--- src/rtl/pirisc_pkg.sv ---
// Shared definitions for the pirisc front end: data width, the NOP used for
// misaligned fetches and the fetch FSM state encoding.
package pirisc_pkg;

  localparam int          DWIDTH_DEF   = 32;
  localparam logic [31:0] NOP_INST_DEF = 32'h0000_0013;

  typedef enum logic [2:0] {
    ST_IDLE  = 3'd0,
    ST_REQ   = 3'd1,
    ST_WAIT  = 3'd2,
    ST_DRAIN = 3'd3,
    ST_HOLD  = 3'd4
  } fetch_state_t;

  function automatic logic is_misaligned(input logic [1:0] pc_lsb);
    return pc_lsb != 2'b00;
  endfunction

endpackage

--- src/rtl/instr_fetch_if.sv ---
// Fetch-stage bundle: PC input/flush, instruction memory port and decode handoff.
// master = the fetch unit, slave = everything around it.
interface instr_fetch_if #(
  parameter int DWIDTH = pirisc_pkg::DWIDTH_DEF
);
  logic [DWIDTH-1:0] pc_in;
  logic              flush;
  logic              imem_req;
  logic [DWIDTH-1:0] imem_addr;
  logic              imem_gnt;
  logic              imem_rvalid;
  logic [DWIDTH-1:0] imem_rdata;
  logic              inst_valid;
  logic [DWIDTH-1:0] inst_out;
  logic [DWIDTH-1:0] inst_pc;
  logic              inst_ready;
  logic              inst_misaligned;
  logic              pc_en;

  modport master (
    input  pc_in, flush, imem_gnt, imem_rvalid, imem_rdata, inst_ready,
    output imem_req, imem_addr, inst_valid, inst_out, inst_pc, inst_misaligned, pc_en
  );

  modport slave (
    output pc_in, flush, imem_gnt, imem_rvalid, imem_rdata, inst_ready,
    input  imem_req, imem_addr, inst_valid, inst_out, inst_pc, inst_misaligned, pc_en
  );
endinterface

--- src/rtl/instr_fetch.sv ---
// Single-outstanding instruction fetch unit: one memory read per PC, result
// held for decode until accepted or flushed.
//
// state    | meaning
// ---------+---------------------------------------------------------------
// IDLE     | latch pc_in; misaligned -> NOP straight to HOLD, else to REQ
// REQ      | imem_req high with latched address until granted
// WAIT     | granted, waiting for the single read beat
// DRAIN    | flushed with a read in flight; swallow the beat, then IDLE
// HOLD     | inst_valid high, outputs frozen until decode takes it
module instr_fetch
  import pirisc_pkg::*;
#(
  parameter int                DWIDTH   = DWIDTH_DEF,
  parameter logic [DWIDTH-1:0] NOP_INST = DWIDTH'(NOP_INST_DEF)
) (
  input  logic          clk,
  input  logic          rst,
  instr_fetch_if.master bus
);

  fetch_state_t      state;
  logic [DWIDTH-1:0] fetch_addr;
  logic              req_q;
  logic              valid_q;
  logic [DWIDTH-1:0] inst_q;
  logic [DWIDTH-1:0] inst_pc_q;
  logic              misaligned_q;

  always_ff @(posedge clk or posedge rst) begin
    if (rst) begin
      state        <= ST_IDLE;
      fetch_addr   <= '0;
      req_q        <= 1'b0;
      valid_q      <= 1'b0;
      inst_q       <= '0;
      inst_pc_q    <= '0;
      misaligned_q <= 1'b0;
    end else begin
      case (state)
        ST_IDLE: begin
          fetch_addr <= bus.pc_in;
          if (!bus.flush) begin
            if (is_misaligned(bus.pc_in[1:0])) begin
              inst_q       <= NOP_INST;
              inst_pc_q    <= bus.pc_in;
              misaligned_q <= 1'b1;
              valid_q      <= 1'b1;
              state        <= ST_HOLD;
            end else begin
              req_q <= 1'b1;
              state <= ST_REQ;
            end
          end
        end
        ST_REQ: begin
          if (bus.imem_gnt) begin
            req_q <= 1'b0;
            state <= bus.flush ? ST_DRAIN : ST_WAIT;
          end else if (bus.flush) begin
            req_q <= 1'b0;
            state <= ST_IDLE;
          end
        end
        ST_WAIT: begin
          if (bus.imem_rvalid) begin
            if (bus.flush) begin
              state <= ST_IDLE;
            end else begin
              inst_q       <= bus.imem_rdata;
              inst_pc_q    <= fetch_addr;
              misaligned_q <= 1'b0;
              valid_q      <= 1'b1;
              state        <= ST_HOLD;
            end
          end else if (bus.flush) begin
            state <= ST_DRAIN;
          end
        end
        ST_DRAIN: begin
          if (bus.imem_rvalid) state <= ST_IDLE;
        end
        ST_HOLD: begin
          // flush wins over inst_ready; either way the slot is released
          if (bus.flush || bus.inst_ready) begin
            valid_q <= 1'b0;
            state   <= ST_IDLE;
          end
        end
        default: begin
          req_q   <= 1'b0;
          valid_q <= 1'b0;
          state   <= ST_IDLE;
        end
      endcase
    end
  end

  assign bus.imem_req        = req_q;
  assign bus.imem_addr       = fetch_addr;
  assign bus.inst_valid      = valid_q;
  assign bus.inst_out        = inst_q;
  assign bus.inst_pc         = inst_pc_q;
  assign bus.inst_misaligned = misaligned_q;
  assign bus.pc_en           = (state == ST_HOLD) && bus.inst_ready && !bus.flush;

endmodule

--- src/flat_wrapper.sv ---
// flat-port wrapper written by rule: the top's interface ports become plain ports
module instr_fetch_flat import pirisc_pkg::*;
#(
  parameter int                DWIDTH   = DWIDTH_DEF,
  parameter logic [DWIDTH-1:0] NOP_INST = DWIDTH'(NOP_INST_DEF)
)
  (clk, rst, bus_pc_in, bus_flush, bus_imem_gnt, bus_imem_rvalid, bus_imem_rdata, bus_inst_ready, bus_imem_req, bus_imem_addr, bus_inst_valid, bus_inst_out, bus_inst_pc, bus_inst_misaligned, bus_pc_en);
  instr_fetch_if #(.DWIDTH(DWIDTH)) bus_i ();
  input  logic clk;
  input  logic rst;
  input wire logic [$bits(bus_i.pc_in)-1:0] bus_pc_in;
  input wire logic [$bits(bus_i.flush)-1:0] bus_flush;
  input wire logic [$bits(bus_i.imem_gnt)-1:0] bus_imem_gnt;
  input wire logic [$bits(bus_i.imem_rvalid)-1:0] bus_imem_rvalid;
  input wire logic [$bits(bus_i.imem_rdata)-1:0] bus_imem_rdata;
  input wire logic [$bits(bus_i.inst_ready)-1:0] bus_inst_ready;
  output wire logic [$bits(bus_i.imem_req)-1:0] bus_imem_req;
  output wire logic [$bits(bus_i.imem_addr)-1:0] bus_imem_addr;
  output wire logic [$bits(bus_i.inst_valid)-1:0] bus_inst_valid;
  output wire logic [$bits(bus_i.inst_out)-1:0] bus_inst_out;
  output wire logic [$bits(bus_i.inst_pc)-1:0] bus_inst_pc;
  output wire logic [$bits(bus_i.inst_misaligned)-1:0] bus_inst_misaligned;
  output wire logic [$bits(bus_i.pc_en)-1:0] bus_pc_en;
  assign bus_i.pc_in = bus_pc_in;
  assign bus_i.flush = bus_flush;
  assign bus_i.imem_gnt = bus_imem_gnt;
  assign bus_i.imem_rvalid = bus_imem_rvalid;
  assign bus_i.imem_rdata = bus_imem_rdata;
  assign bus_i.inst_ready = bus_inst_ready;
  assign bus_imem_req = bus_i.imem_req;
  assign bus_imem_addr = bus_i.imem_addr;
  assign bus_inst_valid = bus_i.inst_valid;
  assign bus_inst_out = bus_i.inst_out;
  assign bus_inst_pc = bus_i.inst_pc;
  assign bus_inst_misaligned = bus_i.inst_misaligned;
  assign bus_pc_en = bus_i.pc_en;
  instr_fetch #(.DWIDTH(DWIDTH), .NOP_INST(NOP_INST)) u_core (.clk(clk), .rst(rst), .bus(bus_i));
endmodule
--- config.mk ---
export PLATFORM = sky130hd
export DESIGN_NAME = instr_fetch_flat
export DESIGN_NICKNAME = d
export VERILOG_FILES = /design/src/rtl/pirisc_pkg.sv /design/src/rtl/instr_fetch_if.sv /design/src/rtl/instr_fetch.sv /design/src/flat_wrapper.sv
export SDC_FILE = /design/constraint.sdc
export NUM_CORES = 1
export LEC_CHECK = 0
export BUFFER_PORTS_ARGS = -buffer_cell sky130_fd_sc_hd__buf_2
export CORE_ASPECT_RATIO = 1.25
export CORE_UTILIZATION = 44
export CTS_CLUSTER_SIZE = 16
export DETAILED_ROUTE_END_ITERATION = 8
export PLACE_DENSITY = 0.72
export SETUP_SLACK_MARGIN = 0.3
export SYNTH_ARGS = -nofsm -noshare
export SYNTH_HDL_FRONTEND = slang
export SYNTH_SLANG_ARGS = --single-unit
--- constraint.sdc ---
create_clock -name clk -period 2.6 [get_ports clk]
set_input_delay 0.13 -clock clk [delete_from_list [all_inputs] [get_ports clk]]
set_output_delay 0.13 -clock clk [all_outputs]
set_load 0.05 [all_outputs]
==> qor.csv <==
stage,metric,value,unit
layout,fin_nets,553,
floorplanning,dieArea,10300,sq um
worst_setup_path,crit_fanout,35,
yosys,synth_cell_types,31,
yosys,synthFlopType,dfrtp_1,
drt,wirelength,9830,um
floorplanning,start_util,45.1,%
worst_setup_path,worstPathCellList,"nor3_2, and3_4, o22a_1",
worst_setup_path,required,2880,ps
drt,drc,0,
layout,drive_gt1_share,53.7,%
flow_run,drv_cap,0,
worst_setup_path,critPathSlowestCell,and3_4,
yosys,ys_seq_area_share,58.9,%
clocking,clockBufferDepth,2,
placement,dp_hpwl,6820,um
floorplanning,die_w,90.8,um
worst_setup_path,worstSetupPathType,flop to flop,
worst_setup_path,reg2reg_slack,710,ps
sta,setup-violations-final,0,
floorplanning,die_y,113,um
worst_setup_path,cp.arrival,2170,ps
sta,hold_violations,0,
clocking,clkTransAtPathRegs,70,ps
clocking,cts_tree,done,
sta,slew_violations,0,
yosys,synth_edf_count,0,
placement,preCtsSetupSlack,719,ps
worst_setup_path,startpoint_type,flop,
clocking,h-tree-depth,3,
yosys,yosys_warnings,0,
grt,grt.overflow.total,0,
grt,grt_max_degree,71,
drt,dr.pass1.iters,4,
sta,max_freq,0.529,GHz
power,total_leakage_power,2.63,nW
sta,clock_skew,6.77,ps
grt,grt_pass1_wl,15800,um
drt,viasPerCell,5.29,
yosys,synthesis.area,4340,sq um
drt,first_iter_violations,132,
sta,period_share,72.7,%
floorplanning,core-area,9610,sq um
worst_setup_path,startpoint,u_core.state[0],
worst_hold_path,holdPathStages,2,
yosys,syn_nets,394,
power,p_per_area,1550,nW/um^2
worst_setup_path,worstRegToRegCells,3,
clocking,insertion_delay,340,ps
drt,ant_nets,0,
clocking,cts_buffers,9,
yosys,synthCells,324,
sta,maxSlewHeadroom,53.9,%
yosys,ys_ff_latch,102,
worst_setup_path,timing.rr.start,u_core.state[0],
placement,place.gp.congestion,0.743,
worst_setup_path,slowest_delay,660,ps
floorplanning,rows,40,
worst_hold_path,hp-class,input pin to flop,
sta,setup_slack,710,ps
sta,setup_tns,0,ps
drt,wire_per_inst,16.0,um
worst_setup_path,cp-end-kind,flop,
clocking,cts_sinks,102,
worst_hold_path,hp-start,bus_imem_rdata[23],
grt,antenna_found_initial,0,
status,outcome,"finished, final reports clean",
grt,grt_pass1_vias,3182,
sta,post-route-min-period,1890,ps
clocking,cts_root_buffer,clkbuf_16,
grt,grt_usage,19.5,%
floorplanning,ios,170,
sta,worst_slew_pin_slew,691,ps
drt,via_count,3245,
placement,io_buffers,169,
power,total_power,8.69,mW
layout,antenna_cells,0,
layout,area_growth,29.3,%
yosys,syn_area_per_cell,13.4,sq um
worst_hold_path,hold-path-endpoint,u_core.bus.inst_out[23],
worst_setup_path,r2r-end,u_core.bus.inst_out[1],
sta,grt_setup_unrepaired,false,
yosys,async_reset_ff_share,100,%
power,ir_drop,1.00,mV
cells in the final DEF (no fill, tap or decap), types with 2 or more instances in the layout:
cell       count
mux2_1         4
clkinv_2       2
nor2_1         2
clkbuf_8       2
dfrtp_1      101
clkbuf_16      9
mux2_2        28
nand2_1        4
buf_4          9
a21oi_1        3
clkinv_4       2
nand3_1        2
nor3_2         2
a21oi_2       30
a31oi_1       33
o22a_1         3
a22o_1        30
buf_2        169
mux2i_1       33
state kept, by name, indices dropped and copies added (netlist names):
register,count
u_core.state,3
u_core.bus.inst_pc,32
u_core.bus.imem_req,1
u_core.bus.inst_misaligned,1
u_core.bus.inst_out,32
u_core.bus.inst_valid,1
u_core.bus.imem_addr,32
report_power, final:
group          total, mW  leakage (nW)  switching [mW]  internal, mW
registers           2.63          1.22           0.403          2.23
logic               4.70          1.25            3.39          1.30
clock network       1.36         0.155           0.561         0.798
total               8.69          2.63            4.36          4.33
timing repair:
item                      CTS  global route
hold endpoints to repair   32             0
buffers inserted            0             0
hold buffers                1             0
gates resized for setup     0             0
per-layer routing:
metal	GRT usage, %	up-vias	wire length, um
met4	6.56	0	98
met2	32.8	122	4930
met5	0	-	0
met1	24.5	1578	4160
li1	-	1538	-
met3	4.97	7	647
cell usage after synthesis, types with 2 or more instances:
library cell	count	area [sq um]
a21oi_1	3	15.0
a21oi_2	30	263
a22o_1	30	263
a31oi_1	33	206
buf_1	2	7.51
buf_2	13	65.1
buf_6	4	45.0
clkbuf_1	13	48.8
dfrtp_1	102	2550
inv_1	2	7.51
mux2_1	4	45.0
mux2_2	28	315
mux2i_1	33	330
nand2_1	4	15.0
nand3_1	2	10.0
nor2_1	2	7.51
nor3_1	2	10.0
nor4_1	2	12.5
o22a_1	3	26.3
final cells by class:
| class | instances | area [sq um] |
|---|---|---|
| clock buffer | 11 | 253 |
| multi-input combinational | 188 | 1630 |
| inverter | 2 | 11.3 |
| fill | 837 | 4000 |
| clock inverter | 5 | 57.6 |
| tap | 126 | 158 |
| sequential | 102 | 2550 |
| timing repair buffer | 180 | 943 |
critical path: cells and delay by family (launching register included):
kind | cells | cell delay [ps]
AND/OR/NAND/NOR | 2 | 1100
flip-flops | 1 | 480
AO/OA/AOI/OAI | 1 | 230
stage by stage:
stage               cell area, sq um  instances  hold slack (ps)  util [%]
floorplan                       4350        324              265         -
global placement                5290        597              257      55.0
global route                    5610        614             14.5      58.3
finish                          5610        614             19.9      58.3
CTS                             5610        614             8.33      58.3
detailed placement              5290        597              268      55.0
worst max path at each step:
stage / endpoint / slack, ps / cells after the start
floorplan: bus_pc_en / 510 / 4
global placement: u_core.bus.inst_out[1] / 790 / 3
detailed placement: u_core.bus.inst_out[1] / 720 / 3
CTS: u_core.bus.inst_out[1] / 700 / 3
global route: u_core.bus.inst_out[0] / 580 / 3
finish: u_core.bus.inst_out[1] / 710 / 3
kinds of logic after synthesis:
| group | Yosys count | share of synthesized area (%) |
|---|---|---|
| buffers and inverters | 34 | 4.01 |
| xor gates and xnor gates | 1 | 0.202 |
| muxes | 65 | 15.9 |
| DFF | 102 | 58.9 |
| AOI/OAI and AO/OA | 104 | 18.7 |
| and+or+nand+nor | 18 | 2.28 |
(Power assumes the default switching activity.)
